--- src/rtl/deadzone_mc_if.sv ---
// ============================================================================
// deadzone_mc_if : configuration, reference and output bundle of deadzone_mc
// Revision 1.0
// ============================================================================
`default_nettype none

interface deadzone_mc_if #(
   parameter int CH_NUM = 4,
   parameter int DTW    = 10
);
   logic [CH_NUM-1:0]     r_dze;
   logic [CH_NUM-1:0]     r_ccp;
   logic [CH_NUM-1:0]     r_ccnp;
   logic [CH_NUM*DTW-1:0] r_dtg_r;
   logic [CH_NUM*DTW-1:0] r_dtg_f;
   logic                  upd_evt;
   logic                  brk;
   logic [CH_NUM-1:0]     ocref;
   logic [CH_NUM-1:0]     channelp_out;
   logic [CH_NUM-1:0]     channeln_out;
   logic [CH_NUM-1:0]     dz_active;

   modport master (
      output r_dze, r_ccp, r_ccnp, r_dtg_r, r_dtg_f, upd_evt, brk, ocref,
      input  channelp_out, channeln_out, dz_active
   );

   modport slave (
      input  r_dze, r_ccp, r_ccnp, r_dtg_r, r_dtg_f, upd_evt, brk, ocref,
      output channelp_out, channeln_out, dz_active
   );
endinterface

`default_nettype wire

--- src/rtl/deadzone_mc.sv ---
// ============================================================================
// deadzone_mc : multi-channel complementary dead-time inserter with break
// Revision 1.0
// ============================================================================
`default_nettype none

module deadzone_mc #(
   parameter int CH_NUM = 4,
   parameter int DTW    = 10
) (
   input  wire logic          pe_gen_clk,
   input  wire logic          pe_gen_rst,
   deadzone_mc_if.slave       bus
);

   typedef enum logic [2:0] {
      ST_OFF    = 3'd0,
      ST_DEAD_R = 3'd1,
      ST_P_ON   = 3'd2,
      ST_DEAD_F = 3'd3,
      ST_N_ON   = 3'd4
   } state_t;

   logic [CH_NUM-1:0] w_rawp;
   logic [CH_NUM-1:0] w_rawn;
   logic [CH_NUM-1:0] w_dz;

   generate
      for (genvar g = 0; g < CH_NUM; g++) begin : g_ch
         state_t           r_state;
         state_t           w_state_nxt;
         logic [DTW-1:0]   r_cnt;
         logic [DTW-1:0]   w_cnt_nxt;
         logic [DTW-1:0]   r_sh_r;
         logic [DTW-1:0]   r_sh_f;
         logic             r_ocref_d;
         logic             r_rawp;
         logic             r_rawn;
         logic             r_dz;
         logic             w_ocref;
         logic             w_rise;
         logic             w_fall;

         assign w_ocref = bus.ocref[g];
         assign w_rise  = w_ocref & ~r_ocref_d;
         assign w_fall  = ~w_ocref & r_ocref_d;

         // Edge loads read the shadow register, so an update on the same edge
         // only takes effect at the following edge.
         always_comb begin
            w_state_nxt = r_state;
            w_cnt_nxt   = r_cnt;
            if (bus.brk) begin
               w_state_nxt = ST_OFF;
               w_cnt_nxt   = '0;
            end else if (r_state == ST_OFF || (bus.r_dze[g] && (w_rise || w_fall))) begin
               if (w_ocref) begin
                  w_state_nxt = (r_sh_r == '0) ? ST_P_ON : ST_DEAD_R;
                  w_cnt_nxt   = r_sh_r;
               end else begin
                  w_state_nxt = (r_sh_f == '0) ? ST_N_ON : ST_DEAD_F;
                  w_cnt_nxt   = r_sh_f;
               end
            end else if (!bus.r_dze[g]) begin
               w_state_nxt = w_ocref ? ST_P_ON : ST_N_ON;
               w_cnt_nxt   = '0;
            end else if (r_state == ST_DEAD_R || r_state == ST_DEAD_F) begin
               if (r_cnt > DTW'(1)) begin
                  w_cnt_nxt = r_cnt - DTW'(1);
               end else begin
                  w_state_nxt = (r_state == ST_DEAD_R) ? ST_P_ON : ST_N_ON;
                  w_cnt_nxt   = '0;
               end
            end
         end

         always_ff @(posedge pe_gen_clk) begin
            if (pe_gen_rst) begin
               r_state   <= ST_OFF;
               r_cnt     <= '0;
               r_ocref_d <= 1'b0;
               r_sh_r    <= bus.r_dtg_r[g*DTW +: DTW];
               r_sh_f    <= bus.r_dtg_f[g*DTW +: DTW];
               r_rawp    <= 1'b0;
               r_rawn    <= 1'b0;
               r_dz      <= 1'b0;
            end else begin
               r_ocref_d <= w_ocref;
               if (bus.upd_evt) begin
                  r_sh_r <= bus.r_dtg_r[g*DTW +: DTW];
                  r_sh_f <= bus.r_dtg_f[g*DTW +: DTW];
               end
               r_state <= w_state_nxt;
               r_cnt   <= w_cnt_nxt;
               r_rawp  <= (w_state_nxt == ST_P_ON);
               r_rawn  <= (w_state_nxt == ST_N_ON);
               r_dz    <= (w_state_nxt == ST_DEAD_R) || (w_state_nxt == ST_DEAD_F);
            end
         end

         assign w_rawp[g] = r_rawp;
         assign w_rawn[g] = r_rawn;
         assign w_dz[g]   = r_dz;
      end
   endgenerate

   assign bus.channelp_out = w_rawp ^ bus.r_ccp;
   assign bus.channeln_out = w_rawn ^ bus.r_ccnp;
   assign bus.dz_active    = w_dz;

endmodule

`default_nettype wire

--- src/flat_wrapper.sv ---
// flat-port wrapper written by rule: the top's interface ports become plain ports
module deadzone_mc_flat 
#(
   parameter int CH_NUM = 4,
   parameter int DTW    = 10
)
  (pe_gen_clk, pe_gen_rst, bus_r_dze, bus_r_ccp, bus_r_ccnp, bus_r_dtg_r, bus_r_dtg_f, bus_upd_evt, bus_brk, bus_ocref, bus_channelp_out, bus_channeln_out, bus_dz_active);
  deadzone_mc_if #(.CH_NUM(CH_NUM), .DTW(DTW)) bus_i ();
  input  wire logic pe_gen_clk;
  input  wire logic pe_gen_rst;
  input wire logic [$bits(bus_i.r_dze)-1:0] bus_r_dze;
  input wire logic [$bits(bus_i.r_ccp)-1:0] bus_r_ccp;
  input wire logic [$bits(bus_i.r_ccnp)-1:0] bus_r_ccnp;
  input wire logic [$bits(bus_i.r_dtg_r)-1:0] bus_r_dtg_r;
  input wire logic [$bits(bus_i.r_dtg_f)-1:0] bus_r_dtg_f;
  input wire logic [$bits(bus_i.upd_evt)-1:0] bus_upd_evt;
  input wire logic [$bits(bus_i.brk)-1:0] bus_brk;
  input wire logic [$bits(bus_i.ocref)-1:0] bus_ocref;
  output wire logic [$bits(bus_i.channelp_out)-1:0] bus_channelp_out;
  output wire logic [$bits(bus_i.channeln_out)-1:0] bus_channeln_out;
  output wire logic [$bits(bus_i.dz_active)-1:0] bus_dz_active;
  assign bus_i.r_dze = bus_r_dze;
  assign bus_i.r_ccp = bus_r_ccp;
  assign bus_i.r_ccnp = bus_r_ccnp;
  assign bus_i.r_dtg_r = bus_r_dtg_r;
  assign bus_i.r_dtg_f = bus_r_dtg_f;
  assign bus_i.upd_evt = bus_upd_evt;
  assign bus_i.brk = bus_brk;
  assign bus_i.ocref = bus_ocref;
  assign bus_channelp_out = bus_i.channelp_out;
  assign bus_channeln_out = bus_i.channeln_out;
  assign bus_dz_active = bus_i.dz_active;
  deadzone_mc #(.CH_NUM(CH_NUM), .DTW(DTW)) u_core (.pe_gen_clk(pe_gen_clk), .pe_gen_rst(pe_gen_rst), .bus(bus_i));
endmodule
--- config.mk ---
export PLATFORM = sky130hd
export DESIGN_NAME = deadzone_mc_flat
export DESIGN_NICKNAME = d
export VERILOG_FILES = /design/src/rtl/deadzone_mc_if.sv /design/src/rtl/deadzone_mc.sv /design/src/flat_wrapper.sv
export SDC_FILE = /design/constraint.sdc
export NUM_CORES = 1
export LEC_CHECK = 0
export ABC_AREA = 1
export CORE_ASPECT_RATIO = 1.1
export CORE_UTILIZATION = 30
export DETAILED_ROUTE_END_ITERATION = 16
export PLACE_DENSITY = 0.52
export SYNTH_ARGS = -nofsm -noshare
export SYNTH_HDL_FRONTEND = slang
export SYNTH_SLANG_ARGS = --single-unit
--- constraint.sdc ---
create_clock -name pe_gen_clk -period 2.85 [get_ports pe_gen_clk]
set_input_delay 0.4275 -clock pe_gen_clk [delete_from_list [all_inputs] [get_ports pe_gen_clk]]
set_output_delay 0.4275 -clock pe_gen_clk [all_outputs]
set_load 0.02 [all_outputs]
==> flow_metrics.env, run 1 <==
export IMPL_status="complete, no violations"
export IMPL_final_cell_count_no_fill=1296
export IMPL_initial_core_util_pct=30.8
export IMPL_critPathKind="in2out"
export IMPL_fp_row_count=59
export IMPL_final_hold_violation_count=0
export IMPL_viasPerCell=4.59
export IMPL_diodes=0
export IMPL_io_buffers=111
export IMPL_drc_errors=0
export IMPL_dr_first_iter_drc_count=280
export IMPL_cts_buffers=17
export IMPL_cp_start_kind="input pin"
export IMPL_worst_pin_slew_ps=1150
export IMPL_synth_edff_count=80
export IMPL_grt_pass1_wl_um=28400
export IMPL_antenna_left=0
export IMPL_antenna_found_initial=0
export IMPL_min_path_type="reg2reg"
export IMPL_synth_area_leaders="edfxtp_1 33%, dfxtp_1 19%, nand2_1 9.8%"
export IMPL_postSynthAreaPerCell_um2=8.41
export IMPL_post_cts_resized=0
export IMPL_area_growth_pct=27.9
export IMPL_p_leak_nw=3.81
export IMPL_final_util_pct=39.3
export IMPL_path_clk_slew_ps=60
export IMPL_clock_fmax_mhz=483
export IMPL_vias=5951
export IMPL_p_total_mw=5.88
export IMPL_dr_pass1_iters=4
export IMPL_fin_crit_ps=2070
export IMPL_globalRoute_totalOverflow=0
export IMPL_yosysMostFrequentCell="nand2_1"
export IMPL_synth_seq_cells=148
export IMPL_irDropWorstVdd_uv=358
export IMPL_dp_cells=1264
export IMPL_drive_above_1_share_pct=7.97
export IMPL_async_flop_share_pct=0
export IMPL_track_usage_pct=14.5
export IMPL_cts_setup_buffers=0
export IMPL_die_h_um=166
export IMPL_ctsHoldBuffers=0
export IMPL_synthDistinctLibCells=38
export IMPL_fp_dieArea_um2=25000
export IMPL_yosys_warnings=0
export IMPL_period_share_pct=72.6
export IMPL_setup_violations=0
export IMPL_setup_reg_to_reg_worst_slack_ps=990
export IMPL_synth_top_area_cell="edfxtp_1"
export IMPL_ys_seq_area_share_pct=51.5
export IMPL_grt_max_degree=81
export IMPL_dp_hpwl_um=12900
export IMPL_synth_common_cells="191 x nand2_1, 102 x inv_1, 80 x edfxtp_1, 73 x nor2_1, 68 x dfxtp_1"
export IMPL_synth_ff_type="edfxtp_1"
export IMPL_synthesis_area_um2=7310
export IMPL_clkLatencyLatePin_ps=420
export IMPL_clk_path_buf_depth=2
export IMPL_finalSetupTns_ps=0
export IMPL_syn_inst=869
export IMPL_mappedNetlistNets=977
export IMPL_die_x_um=151
export IMPL_grt_pass1_vias=5764
export IMPL_num_nets_final=1086
export IMPL_power_density_nw_per_um2=630
export IMPL_cts_sinks=148
export IMPL_max_slew_margin_pct=23.1
export IMPL_worstPathArrival_ps=1640
export IMPL_cts_root_buf="clkbuf_16"
export IMPL_wire_per_inst_um=13.3
export IMPL_cts_tree="built"
export IMPL_slew_viol_final=0
export IMPL_fin_worst_skew_ps=7.42
export IMPL_pin_count=112
export IMPL_cap_viol_max_count=0
export IMPL_ctsHtreeMaxLevel=4
export IMPL_critPathCaptureType="primary output"
export IMPL_worstPathRequired_ps=2420
export IMPL_gp_congestion=0.805
export IMPL_cp_max_fo=1
export IMPL_core_area_um2=23800
export IMPL_routed_wl_um=17300
export IMPL_grt_setup_unrepaired="no"
export IMPL_synth_top_area_share_pct=32.9
-- per-stage QoR --
stage / cell area [um^2] / worst slack, ps / hold WS, ps
floorplan: 7310 / 685 / 456
global placement: 8740 / 427 / 475
detailed placement: 8740 / 352 / 478
CTS: 9350 / 773 / 488
global route: 9350 / 548 / 503
finish: 9350 / 781 / 487
-- worst max-delay path, cell delays in order --
cell,delay (ps)
clkdlybuf4s50_1,470
xor2_1,130
clkdlybuf4s50_1,610
-- final cells by class --
class | count | area [um^2]
Clock inverter | 14 | 176
Sequential cell | 148 | 3760
Timing Repair Buffer | 123 | 1210
Clock buffer | 18 | 429
Multi-Input combinational cell | 576 | 2960
Fill cell | 2442 | 14400
Tap cell | 305 | 382
Inverter | 112 | 425
-- power breakdown --
part / internal (mW) / switching [mW]
Sequential: 2.43 / 0.103
Clock: 1.39 / 0.926
Combinational: 0.435 / 0.595
-- layout by cell type (no fill, tap or decap), types with 3 or more instances in the layout --
master           instances
nand2_1                191
clkdlybuf4s50_1        111
inv_1                  102
edfxtp_1                80
nor2_1                  72
dfxtp_1                 68
nand3_1                 64
o21ai_0                 45
a31oi_1                 38
xor2_1                  29
o211ai_1                26
nor3_1                  20
o21ai_1                 18
clkbuf_16               17
nand4_1                 14
a21oi_1                 12
buf_4                   11
or2_2                   10
inv_2                    8
ha_1                     8
nor2_2                   5
inv_6                    4
nand3b_1                 3
and2_1                   3
clkinv_4                 3
bufinv_16                3
-- metal layers --
metal,GRT usage (%),vias to the layer above,share of wire [%]
met5,0,-,0
met4,4.57,0,1.3
met3,2.70,13,2.6
met2,24.2,96,49
met1,18.9,2699,47
li1,-,3143,-
-- sequential cells by signal (all words and copies together), names as in the netlist --
signal	flops
u_core.g_ch.r_dz	4
u_core.g_ch.r_rawn	4
u_core.g_ch.r_state	12
u_core.g_ch.r_ocref_d	4
u_core.g_ch.r_sh_r	40
u_core.g_ch.r_cnt	40
u_core.g_ch.r_rawp	4
u_core.g_ch.r_sh_f	40
-- cell families (layout without fill, tap and decap cells) --
kind of cell,after synthesis,count (layout),synth area share [%]
AOI/OAI and AO/OA,147,147,12.1
DFF,148,148,51.5
xor gates and xnor gates,31,31,3.71
adders and majority gates,8,8,1.37
and+or+nand+nor,390,390,23.1
buffers and inverters,145,267,8.15
-- final timing paths --
path / to / start / cells after the start
worst min register to register: u_core.g_ch[0].r_cnt[9] / u_core.g_ch[0].r_cnt[9] / 2
worst max register to register: u_core.g_ch[0].r_rawp / u_core.g_ch[0].r_cnt[0] / 11
worst min-delay path: u_core.g_ch[0].r_cnt[9] / u_core.g_ch[0].r_cnt[9] / 2
worst max-delay path: bus_channeln_out[1] / bus_r_ccnp[1] / 3
(Power assumes the default switching activity.)
==> run 2, diff against run 1 <==
Settings changed: PLACE_DENSITY 0.52 to 0.53.
Clock period 2.85 ns to 1.7 ns, I/O delays scaled along.
==> run 2 against run 1 <==
- first-iteration DRC count down 0.71%
- sequential cell count unchanged
- final cell count increased by 4.2%
- worst hold slack got worse by 100 ps
- total power rose by 68%
- largest power group unchanged
- clock skew increased by 2.4 ps
- die area unchanged
- critical path type is now reg2out
- critical path depth fell by 2
- core utilization grew 2.5 points
- worst setup slack got worse by 730 ps
- largest cell class unchanged
==> flow_metrics.env, run 2 (synthesized netlist as in run 1, its figures left out) <==
export IMPL_status="complete, no violations"
export IMPL_initial_core_util_pct=30.8
export IMPL_mostFrequentLayoutCells="187 x nand2_1, 103 x clkdlybuf4s50_1, 95 x inv_1, 80 x edfxtp_1, 66 x nor2_1"
export IMPL_dp_hpwl_um=13300
export IMPL_diodes=0
export IMPL_setup_reg_to_reg_worst_slack_ps=80
export IMPL_clock_fmax_mhz=608
export IMPL_r2r_cells=11
export IMPL_dr_pass1_iters=4
export IMPL_cts_buffers=17
export IMPL_power_density_nw_per_um2=995
export IMPL_irDropWorstVdd_uv=549
export IMPL_worst_pin_slew_ps=386
export IMPL_path_cells="clkdlybuf4s50_1"
export IMPL_final_hold_violation_count=0
export IMPL_drc_errors=0
export IMPL_place_area_um2=9200
export IMPL_cts_root_buf="clkbuf_16"
export IMPL_r2r_end="u_core.g_ch[0].r_rawp"
export IMPL_slew_viol_final=0
export IMPL_gp_congestion=0.811
export IMPL_cts_sinks=148
export IMPL_holdPathEnd="u_core.g_ch[3].r_sh_f[2]"
export IMPL_min_path_cells=1
export IMPL_cp_top_family="buffers and inverters"
export IMPL_track_usage_pct=14.6
export IMPL_area_growth_pct=36.0
export IMPL_routed_wl_um=17700
export IMPL_slowest_stage="clkdlybuf4s50_1"
export IMPL_drive_above_1_share_pct=15.9
export IMPL_min_path_type="in2reg"
export IMPL_cp_max_fo=1
export IMPL_fp_dieArea_um2=25000
export IMPL_startpoint="u_core.g_ch[0].r_dz"
export IMPL_antenna_found_initial=0
export IMPL_max_slew_margin_pct=74.3
export IMPL_num_nets_final=1141
export IMPL_ctsHoldBuffers=0
export IMPL_wire_per_inst_um=13.1
export IMPL_slowest_delay_ps=620
export IMPL_pin_count=112
export IMPL_crit_buf_inv=1
export IMPL_io_buffers=111
export IMPL_cp_start_kind="flip-flop"
export IMPL_setup_violations=0
export IMPL_grt_pass1_wl_um=28700
export IMPL_worstPathRequired_ps=1440
export IMPL_layout_commonest_cell="nand2_1"
export IMPL_hold_start="bus_r_dtg_f[32]"
export IMPL_cts_tree="built"
export IMPL_die_h_um=166
export IMPL_ctsHtreeMaxLevel=4
export IMPL_final_util_pct=41.8
export IMPL_biggestRegsByFlops="u_core.g_ch.r_cnt (40), u_core.g_ch.r_sh_f (40), u_core.g_ch.r_sh_r (40)"
export IMPL_grt_setup_unrepaired="yes"
export IMPL_period_share_pct=96.7
export IMPL_p_leak_nw=4.11
export IMPL_critPathCaptureType="primary output"
export IMPL_clkLatencyLatePin_ps=420
export IMPL_r2r_start="u_core.g_ch[0].r_cnt[0]"
export IMPL_fin_crit_ps=1640
export IMPL_fp_row_count=59
export IMPL_core_area_um2=23800
export IMPL_grt_pass1_vias=5897
export IMPL_dr_first_iter_drc_count=278
export IMPL_clk_path_buf_depth=2
export IMPL_worstPathArrival_ps=1390
export IMPL_critPathKind="reg2out"
export IMPL_viasPerCell=4.59
export IMPL_antenna_left=0
export IMPL_globalRoute_totalOverflow=0
export IMPL_die_x_um=151
export IMPL_path_clk_slew_ps=60
export IMPL_cap_viol_max_count=0
export IMPL_vias=6203
export IMPL_fin_worst_skew_ps=9.81
export IMPL_grt_max_degree=41
export IMPL_fin_area_um2=9940
-- run 2: cell types whose count changed in the layout (fill, tap and decap cells not counted), sizes merged --
cell	change
buf	+55
clkdlybuf4s50	-8
dlygate4sd2	+8
bufinv	-2
clkinvlp	+2
inv	-1
-- run 2: worst max-delay path by stage --
stage	endpoint	cells past startpoint	slack, ps
after floorplan	u_core.g_ch[0].r_sh_f[0]	2	100
after global placement	u_core.g_ch[0].r_rawp	10	-250
after detailed placement	u_core.g_ch[0].r_rawp	10	-240
after CTS	u_core.g_ch[2].r_dz	10	10
after global routing	u_core.g_ch[0].r_rawp	11	-50
final	bus_dz_active[0]	1	60
-- run 2: stage by stage --
stage	cells	hold WS (ps)	power (mW)	TNS [ps]	setup WS (ps)
6_report	1350	385	9.89	0	55.3
4_1_cts	1345	367	9.90	0	9.95
5_1_grt	1350	367	10.4	-140	-46.8
2_1_floorplan	869	354	5.45	0	95.4
3_3_place_gp	1313	468	6.23	-7190	-250
3_5_place_dp	1313	470	6.23	-8250	-236
-- run 2: cell type report --
cell class	count	area (um^2)
sequential	148	3770
inverter	112	433
clock inverter	13	126
fill	2401	13800
clock buffer	18	439
multi-input combinational	576	3090
timing repair buffer	178	1700
tap	305	382
-- run 2: worst reg2reg max path, cell delays in order (launching register included) --
cell	delay [ps]
dfxtp_4	370
inv_4	70
ha_4	140
o21ai_4	60
nor2_4	120
nand2_2	80
o21ai_2	140
nand2_1	80
a21boi_2	220
nand2_1	100
nand3_1	90
inv_1	40
-- run 2: metal layers --
metal  vias up  GRT usage (%)  part of all wire [%]
met4         0           4.35                   1.1
met5         -              0                     0
met3        13           2.84                   3.2
li1       3245              -                     -
met2       113           24.7                    50
met1      2832           18.8                    46
-- run 2: power breakdown --
group          leakage, nW  switching (mW)  total, mW  internal [mW]
clock                0.265            1.56       3.62           2.06
sequential            1.38           0.179       4.26           4.08
combinational         2.47            1.09       2.01          0.921
total                 4.11            2.82       9.89           7.07
-- run 2: what timing repair did --
action / in CTS / in global routing
pin swaps: 1 / 16
resized for setup: 9 / 45
endpoints found under the setup margin: 10 / 34
setup buffers: 1 / 5
